===== config.mk =====
export PLATFORM = sky130hd
export DESIGN_NAME = du_dump_tx
export DESIGN_NICKNAME = d
export VERILOG_FILES = /design/src/rtl/du_dump_tx.sv
export SDC_FILE = /design/constraint.sdc
export NUM_CORES = 1
export LEC_CHECK = 0
export ABC_AREA = 1
export CAP_MARGIN = 10
export CORE_MARGIN = 1.5
export CORE_UTILIZATION = 41
export CTS_BUF_LIST = sky130_fd_sc_hd__clkbuf_2 sky130_fd_sc_hd__clkbuf_4 sky130_fd_sc_hd__clkbuf_8
export DETAILED_ROUTE_END_ITERATION = 10
export PLACE_DENSITY = 0.79
export SLEW_MARGIN = 15
export SYNTH_ARGS = -nofsm -noshare
export SYNTH_HDL_FRONTEND = slang
export SYNTH_SLANG_ARGS = --single-unit

===== constraint.sdc =====
create_clock -name i_clk -period 1.2 [get_ports i_clk]
set_input_delay 0.18 -clock i_clk [delete_from_list [all_inputs] [get_ports i_clk]]
set_output_delay 0.18 -clock i_clk [all_outputs]
set_load 0.01 [all_outputs]

===== src/rtl/du_dump_tx.sv =====
// du_dump_tx: debug-unit transmit sequencer.
// On a halt/step-complete pulse, streams PC, the register bank and the data
// memory to the host, one word at a time, LSB byte first, over the UART TX
// valid/ready byte handshake.
// Optional build macro DU_DUMP_CHECKSUM_EN appends one XOR checksum byte.
//
// state  | meaning
// IDLE   | waiting for i_start, o_busy low
// SEND   | presenting buffer byte[idx] on the TX handshake
// FETCH  | read address on the rf/dm port (dm read enable pulsed)
// WAIT   | read data captured into the word buffer, word index advanced
// CKSUM  | (checksum build only) presenting the XOR byte
// FIN    | one-cycle o_done, then back to IDLE
module du_dump_tx #(
  parameter int NB_DATA           = 32,
  parameter int NB_TX             = 8,
  parameter int N_REGS            = 32,
  parameter int NB_ADDR_REGISTERS = 5,
  parameter int N_D_MEM_ADDR      = 64,
  parameter int NB_D_MEM_ADDR     = $clog2(N_D_MEM_ADDR)
) (
  input  logic                         i_clk,
  input  logic                         i_reset,
  input  logic                         i_start,
  input  logic [NB_DATA-1:0]           i_pc,
  output logic [NB_ADDR_REGISTERS-1:0] o_rf_addr,
  input  logic [NB_DATA-1:0]           i_rf_data,
  output logic [NB_D_MEM_ADDR-1:0]     o_dm_addr,
  output logic                         o_dm_r_en,
  input  logic [NB_DATA-1:0]           i_dm_data,
  output logic [NB_TX-1:0]             o_tx_data,
  output logic                         o_tx_valid,
  input  logic                         i_tx_ready,
  output logic                         o_busy,
  output logic                         o_done
);

  localparam int BYTES_PER_WORD = NB_DATA / NB_TX;
  localparam int NB_BIDX        = (BYTES_PER_WORD > 1) ? $clog2(BYTES_PER_WORD) : 1;

  localparam logic [NB_BIDX-1:0]           LAST_BIDX = NB_BIDX'(BYTES_PER_WORD - 1);
  localparam logic [NB_ADDR_REGISTERS-1:0] LAST_REG  = NB_ADDR_REGISTERS'(N_REGS - 1);
  localparam logic [NB_D_MEM_ADDR-1:0]     LAST_MEM  = NB_D_MEM_ADDR'(N_D_MEM_ADDR - 1);

`ifdef DU_DUMP_CHECKSUM_EN
  typedef enum logic [2:0] {
    ST_IDLE, ST_SEND, ST_FETCH, ST_WAIT, ST_CKSUM, ST_FIN
  } state_t;
`else
  typedef enum logic [2:0] {
    ST_IDLE, ST_SEND, ST_FETCH, ST_WAIT, ST_FIN
  } state_t;
`endif

  typedef enum logic [1:0] {
    SEC_PC, SEC_REG, SEC_MEM
  } section_t;

  state_t                       state_q, state_d;
  section_t                     sect_q, sect_d;
  logic [NB_DATA-1:0]           buf_q, buf_d;
  logic [NB_BIDX-1:0]           bidx_q, bidx_d;
  logic [NB_ADDR_REGISTERS-1:0] rf_idx_q, rf_idx_d;
  logic [NB_D_MEM_ADDR-1:0]     dm_idx_q, dm_idx_d;
  // set once the final memory word is in the buffer; the index has wrapped by then
  logic                         last_q, last_d;
`ifdef DU_DUMP_CHECKSUM_EN
  logic [NB_TX-1:0]             cksum_q, cksum_d;
`endif

  logic [NB_TX-1:0] cur_byte;

  // byte of the word buffer selected by the byte index
  always_comb begin
    cur_byte = buf_q[bidx_q*NB_TX +: NB_TX];
  end

  // state and datapath registers
  always_ff @(posedge i_clk or negedge i_reset) begin
    if (!i_reset) begin
      state_q  <= ST_IDLE;
      sect_q   <= SEC_PC;
      buf_q    <= '0;
      bidx_q   <= '0;
      rf_idx_q <= '0;
      dm_idx_q <= '0;
      last_q   <= 1'b0;
`ifdef DU_DUMP_CHECKSUM_EN
      cksum_q  <= '0;
`endif
    end else begin
      state_q  <= state_d;
      sect_q   <= sect_d;
      buf_q    <= buf_d;
      bidx_q   <= bidx_d;
      rf_idx_q <= rf_idx_d;
      dm_idx_q <= dm_idx_d;
      last_q   <= last_d;
`ifdef DU_DUMP_CHECKSUM_EN
      cksum_q  <= cksum_d;
`endif
    end
  end

  // next-state logic and handshake outputs
  always_comb begin
    state_d    = state_q;
    sect_d     = sect_q;
    buf_d      = buf_q;
    bidx_d     = bidx_q;
    rf_idx_d   = rf_idx_q;
    dm_idx_d   = dm_idx_q;
    last_d     = last_q;
`ifdef DU_DUMP_CHECKSUM_EN
    cksum_d    = cksum_q;
`endif
    o_tx_valid = 1'b0;
    o_tx_data  = '0;
    o_dm_r_en  = 1'b0;
    o_done     = 1'b0;

    case (state_q)
      ST_IDLE: begin
        if (i_start) begin
          buf_d    = i_pc;
          bidx_d   = '0;
          sect_d   = SEC_PC;
          rf_idx_d = '0;
          dm_idx_d = '0;
          last_d   = 1'b0;
`ifdef DU_DUMP_CHECKSUM_EN
          cksum_d  = '0;
`endif
          state_d  = ST_SEND;
        end
      end

      ST_SEND: begin
        o_tx_valid = 1'b1;
        o_tx_data  = cur_byte;
        if (i_tx_ready) begin
`ifdef DU_DUMP_CHECKSUM_EN
          cksum_d = cksum_q ^ cur_byte;
`endif
          if (bidx_q == LAST_BIDX) begin
            bidx_d = '0;
            if (last_q) begin
`ifdef DU_DUMP_CHECKSUM_EN
              state_d = ST_CKSUM;
`else
              state_d = ST_FIN;
`endif
            end else begin
              state_d = ST_FETCH;
              // the PC word has no read port; registers follow it
              if (sect_q == SEC_PC) begin
                sect_d = SEC_REG;
              end
            end
          end else begin
            bidx_d = bidx_q + 1'b1;
          end
        end
      end

      ST_FETCH: begin
        o_dm_r_en = (sect_q == SEC_MEM);
        state_d   = ST_WAIT;
      end

      ST_WAIT: begin
        if (sect_q == SEC_MEM) begin
          buf_d = i_dm_data;
          if (dm_idx_q == LAST_MEM) begin
            dm_idx_d = '0;
            last_d   = 1'b1;
          end else begin
            dm_idx_d = dm_idx_q + 1'b1;
          end
        end else begin
          buf_d = i_rf_data;
          if (rf_idx_q == LAST_REG) begin
            rf_idx_d = '0;
            sect_d   = SEC_MEM;
          end else begin
            rf_idx_d = rf_idx_q + 1'b1;
          end
        end
        state_d = ST_SEND;
      end

`ifdef DU_DUMP_CHECKSUM_EN
      ST_CKSUM: begin
        o_tx_valid = 1'b1;
        o_tx_data  = cksum_q;
        if (i_tx_ready) begin
          state_d = ST_FIN;
        end
      end
`endif

      ST_FIN: begin
        o_done  = 1'b1;
        state_d = ST_IDLE;
      end

      default: begin
        state_d = ST_IDLE;
      end
    endcase
  end

  // read addresses hold the current word index; they only move in WAIT
  always_comb begin
    o_rf_addr = rf_idx_q;
    o_dm_addr = dm_idx_q;
    o_busy    = (state_q != ST_IDLE);
  end

endmodule

==> results.sh <==
export IMPL_path_buf_inv=3
export IMPL_hold_class="in -> async"
export IMPL_portBuffers=122
export IMPL_synth_cell_types=28
export IMPL_synth_area_um2=3204
export IMPL_dr_wl_met2_um=8238
export IMPL_core_um2=7647
export IMPL_grt_pass1_vias=4306
export IMPL_cts_sinks=51
export IMPL_report_final_hold_viol_count=0
export IMPL_drc_errors=0
export IMPL_synth_fp_nets=590
export IMPL_grt_pass1_wl_um=21130
export IMPL_drv_cap=0
export IMPL_vias=4689
export IMPL_postSynthAreaPerCell_um2=6.593
export IMPL_crit_type="reg -> out"
export IMPL_grt_max_degree=52
export IMPL_yosysTopAreaCellShare=0.3983
export IMPL_fmax_mhz=540.7
export IMPL_placedCellCount=731
export IMPL_viasPerCell=5.839
export IMPL_clk_latency_ns=0.32
export IMPL_layout_worst_path_cycle_share=1.541
export IMPL_grt_usage=0.3223
export IMPL_row_count=32
export IMPL_cp_depth=7
export IMPL_initial_core_util=0.4190
export IMPL_cts_clk_slew_worst_paths_ns=0.10
export IMPL_yosysWarnings=0
export IMPL_drt_total_wl_um=16790
export IMPL_r2r_cells=9
export IMPL_clock_skew_ns=0.01201
export IMPL_nNetsFinal=805
export IMPL_setup_slack_ns=-0.6495
export IMPL_clk_path_buf_depth=2
export IMPL_synth_top_cells_by_area="dfrtp_1 40%, nand2_1 23%, nor2_1 7.5%"
export IMPL_drv_slew=0
export IMPL_dp_hpwl_um=7546
export IMPL_leakagePower_nw=2.978
export IMPL_antenna_found_initial=0
export IMPL_cts_made_buffers=5
export IMPL_synth_ff_latch_count=51
export IMPL_highest_signal_layer="met4"
export IMPL_pin_count=123
export IMPL_max_slew_margin=0.7611
export IMPL_seq_area_frac_synth=0.3983
export IMPL_die_area_um2=8355
export IMPL_max_slew_worst_pin_slew_ns=0.3545
export IMPL_synthCells=486
export IMPL_cp_data_arrival_time_ns=1.67
export IMPL_path_cells="clkbuf_16 -> buf_6 -> nor2_4 -> nor2_1 -> o21ai_1 -> a21oi_1 -> buf_2"
export IMPL_drt_pass1_iter_count=5
export IMPL_violations="setup timing"
export IMPL_diodes=0
export IMPL_wl_met3_um=1385
export IMPL_period_needed_ns=1.850
export IMPL_drtAntennaViolNets=0
export IMPL_crit_family="buffers and inverters"
export IMPL_p_total_mw=14.66
export IMPL_gp_congestion=0.8908
export IMPL_crit_fanout=9
export IMPL_wl_met1_um=5876
export IMPL_final_cells=803
export IMPL_required_ns=1.02
export IMPL_h_tree_depth=2
export IMPL_cpMaxStageDelayCell="dfrtp_2"
export IMPL_rsz0062_at_grt="yes"
export IMPL_finalSetupViolations=63
export IMPL_cts_tree="done"
export IMPL_area_growth_pct=105.4
export IMPL_drt_iter0_drc=477
export IMPL_clockRootBuffer="clkbuf_8"
export IMPL_overflow=0
export IMPL_critPathCaptureType="output port"
export IMPL_ir_worst_vdd_mv=1.047
export IMPL_tns_ns=-27.80
export IMPL_post_drt_wl_per_cell_um=20.91
export IMPL_cp_start_kind="flip-flop"
export IMPL_status="complete, but fails checks"
export IMPL_yosysTopAreaCell="dfrtp_1"
export IMPL_die_w_um=91.41
export IMPL_die_h_um=91.41
export IMPL_final_util=0.8606
export IMPL_place_ws_ns=-0.5075
export IMPL_critPathMaxStageDelay_ns=0.42
export IMPL_drive_above_1_share=0.4294
export IMPL_p_per_area_nw_per_um2=2227
[flip-flops by register name (all words and copies together), names as in the netlist]
register / count
buf_q: 32
o_dm_addr: 6
o_rf_addr: 5
state_q: 3
bidx_q: 2
sect_q: 2
last_q: 1
[cell families (layout without fill, tap and decap cells)]
kind of cell | after synthesis | after routing | synth area share
adders and majority gates | 4 | 4 | 0.01562
AOI/OAI and AO/OA | 79 | 79 | 0.1250
xor gates and xnor gates | 1 | 1 | 0.002734
and+or+nand+nor | 305 | 307 | 0.3897
DFF | 51 | 51 | 0.3983
buffers and inverters | 46 | 259 | 0.06872
[area by class of cell]
class / instances / area, µm²
clock buffers: 5 / 68.82
clock inverters: 2 / 37.54
fillers: 335 / 1066
inverters: 24 / 145.1
multi-input cells: 391 / 2471
flip-flops and latches: 51 / 1280
well taps: 102 / 127.6
repair buffers: 226 / 2434
repair inverters: 2 / 17.52
[layer usage]
metal  vias up  GRT usage
li1       1991          -
met1      2214     0.3767
met2       362     0.5653
met3       122    0.05695
met4         0     0.1576
met5         -          0
[where the power goes]
part           switching, mW  total (mW)  internal, mW  leakage (nW)
Sequential             0.849        3.29          2.44         0.624
Clock                  0.622        1.23         0.611        0.0502
Combinational           5.37        10.1          4.76          2.30
[worst register-to-register path: stages, from the launching register on]
cell	delay, ns
dfrtp_2	0.45
buf_6	0.15
nor2_4	0.17
nand3_4	0.23
nand2_8	0.20
buf_12	0.14
nand2_8	0.08
nor2_4	0.12
nand2_2	0.06
nand2_1	0.07
[layout by cell type, fill, tap and decap left out, types with 3 or more instances in the layout]
master,count
nand2_8,3
nand2_2,44
clkbuf_8,5
a21oi_2,15
nand2_4,10
buf_12,15
clkbuf_2,3
o21ai_4,5
nand2_1,145
buf_4,41
inv_4,5
inv_6,3
dfrtp_2,3
nand4_1,3
a21oi_1,15
dfrtp_1,48
buf_16,4
o21ai_1,17
inv_1,13
clkdlybuf4s50_1,98
buf_6,34
buf_2,14
clkbuf_16,4
o21ai_0,6
nor2_2,9
o21ai_2,19
nor2_4,23
nand3_1,9
nand3_2,14
buf_8,8
nand3_4,5
nor2_1,35
dlygate4sd2_1,3
[stage by stage]
stage | area [µm²] | hold WS, ns
final | 6581 | 0.3754
after global routing | 6581 | 0.4344
after floorplan | 3328 | -0.1156
after detailed placement | 4852 | 0.1921
after CTS | 5959 | 0.4000
after global placement | 4852 | 0.1959
[synth_stat cells (all sizes together)]
| library cell | n |
|---|---|
| o31ai | 1 |
| nand3 | 28 |
| o21ai | 47 |
| nand3b | 2 |
| nand2 | 200 |
| dfrtp | 51 |
| xor2 | 1 |
| nor2 | 67 |
| a21boi | 1 |
| inv | 24 |
| nor3 | 3 |
| a21oi | 30 |
| buf | 16 |
| ha | 4 |
| nor4 | 2 |
| clkbuf | 6 |
| nand4 | 3 |
[what timing repair did]
item,4_1_cts,5_1_grt
cloned,14,3
hold endpoints to repair,51,0
buffers inserted,29,28
pin swaps,57,41
endpoints found under the setup margin,74,70
hold buffers,1,0
gates resized for setup,241,140
[worst paths after layout]
kind	startpoint	endpoint	slack, ns
worst min register to register	buf_q[18]	buf_q[18]	0.55
min in group i_clk	i_rf_data[20]	buf_q[20]	0.44
worst max register to register	state_q[1]	o_dm_addr[5]	-0.53
worst max-delay path	bidx_q[0]	o_tx_data[7]	-0.65
worst min-delay path	i_reset	state_q[1]	0.38
max in group asynchronous	i_reset	bidx_q[0]	0.55
(Power assumes the default switching activity.)
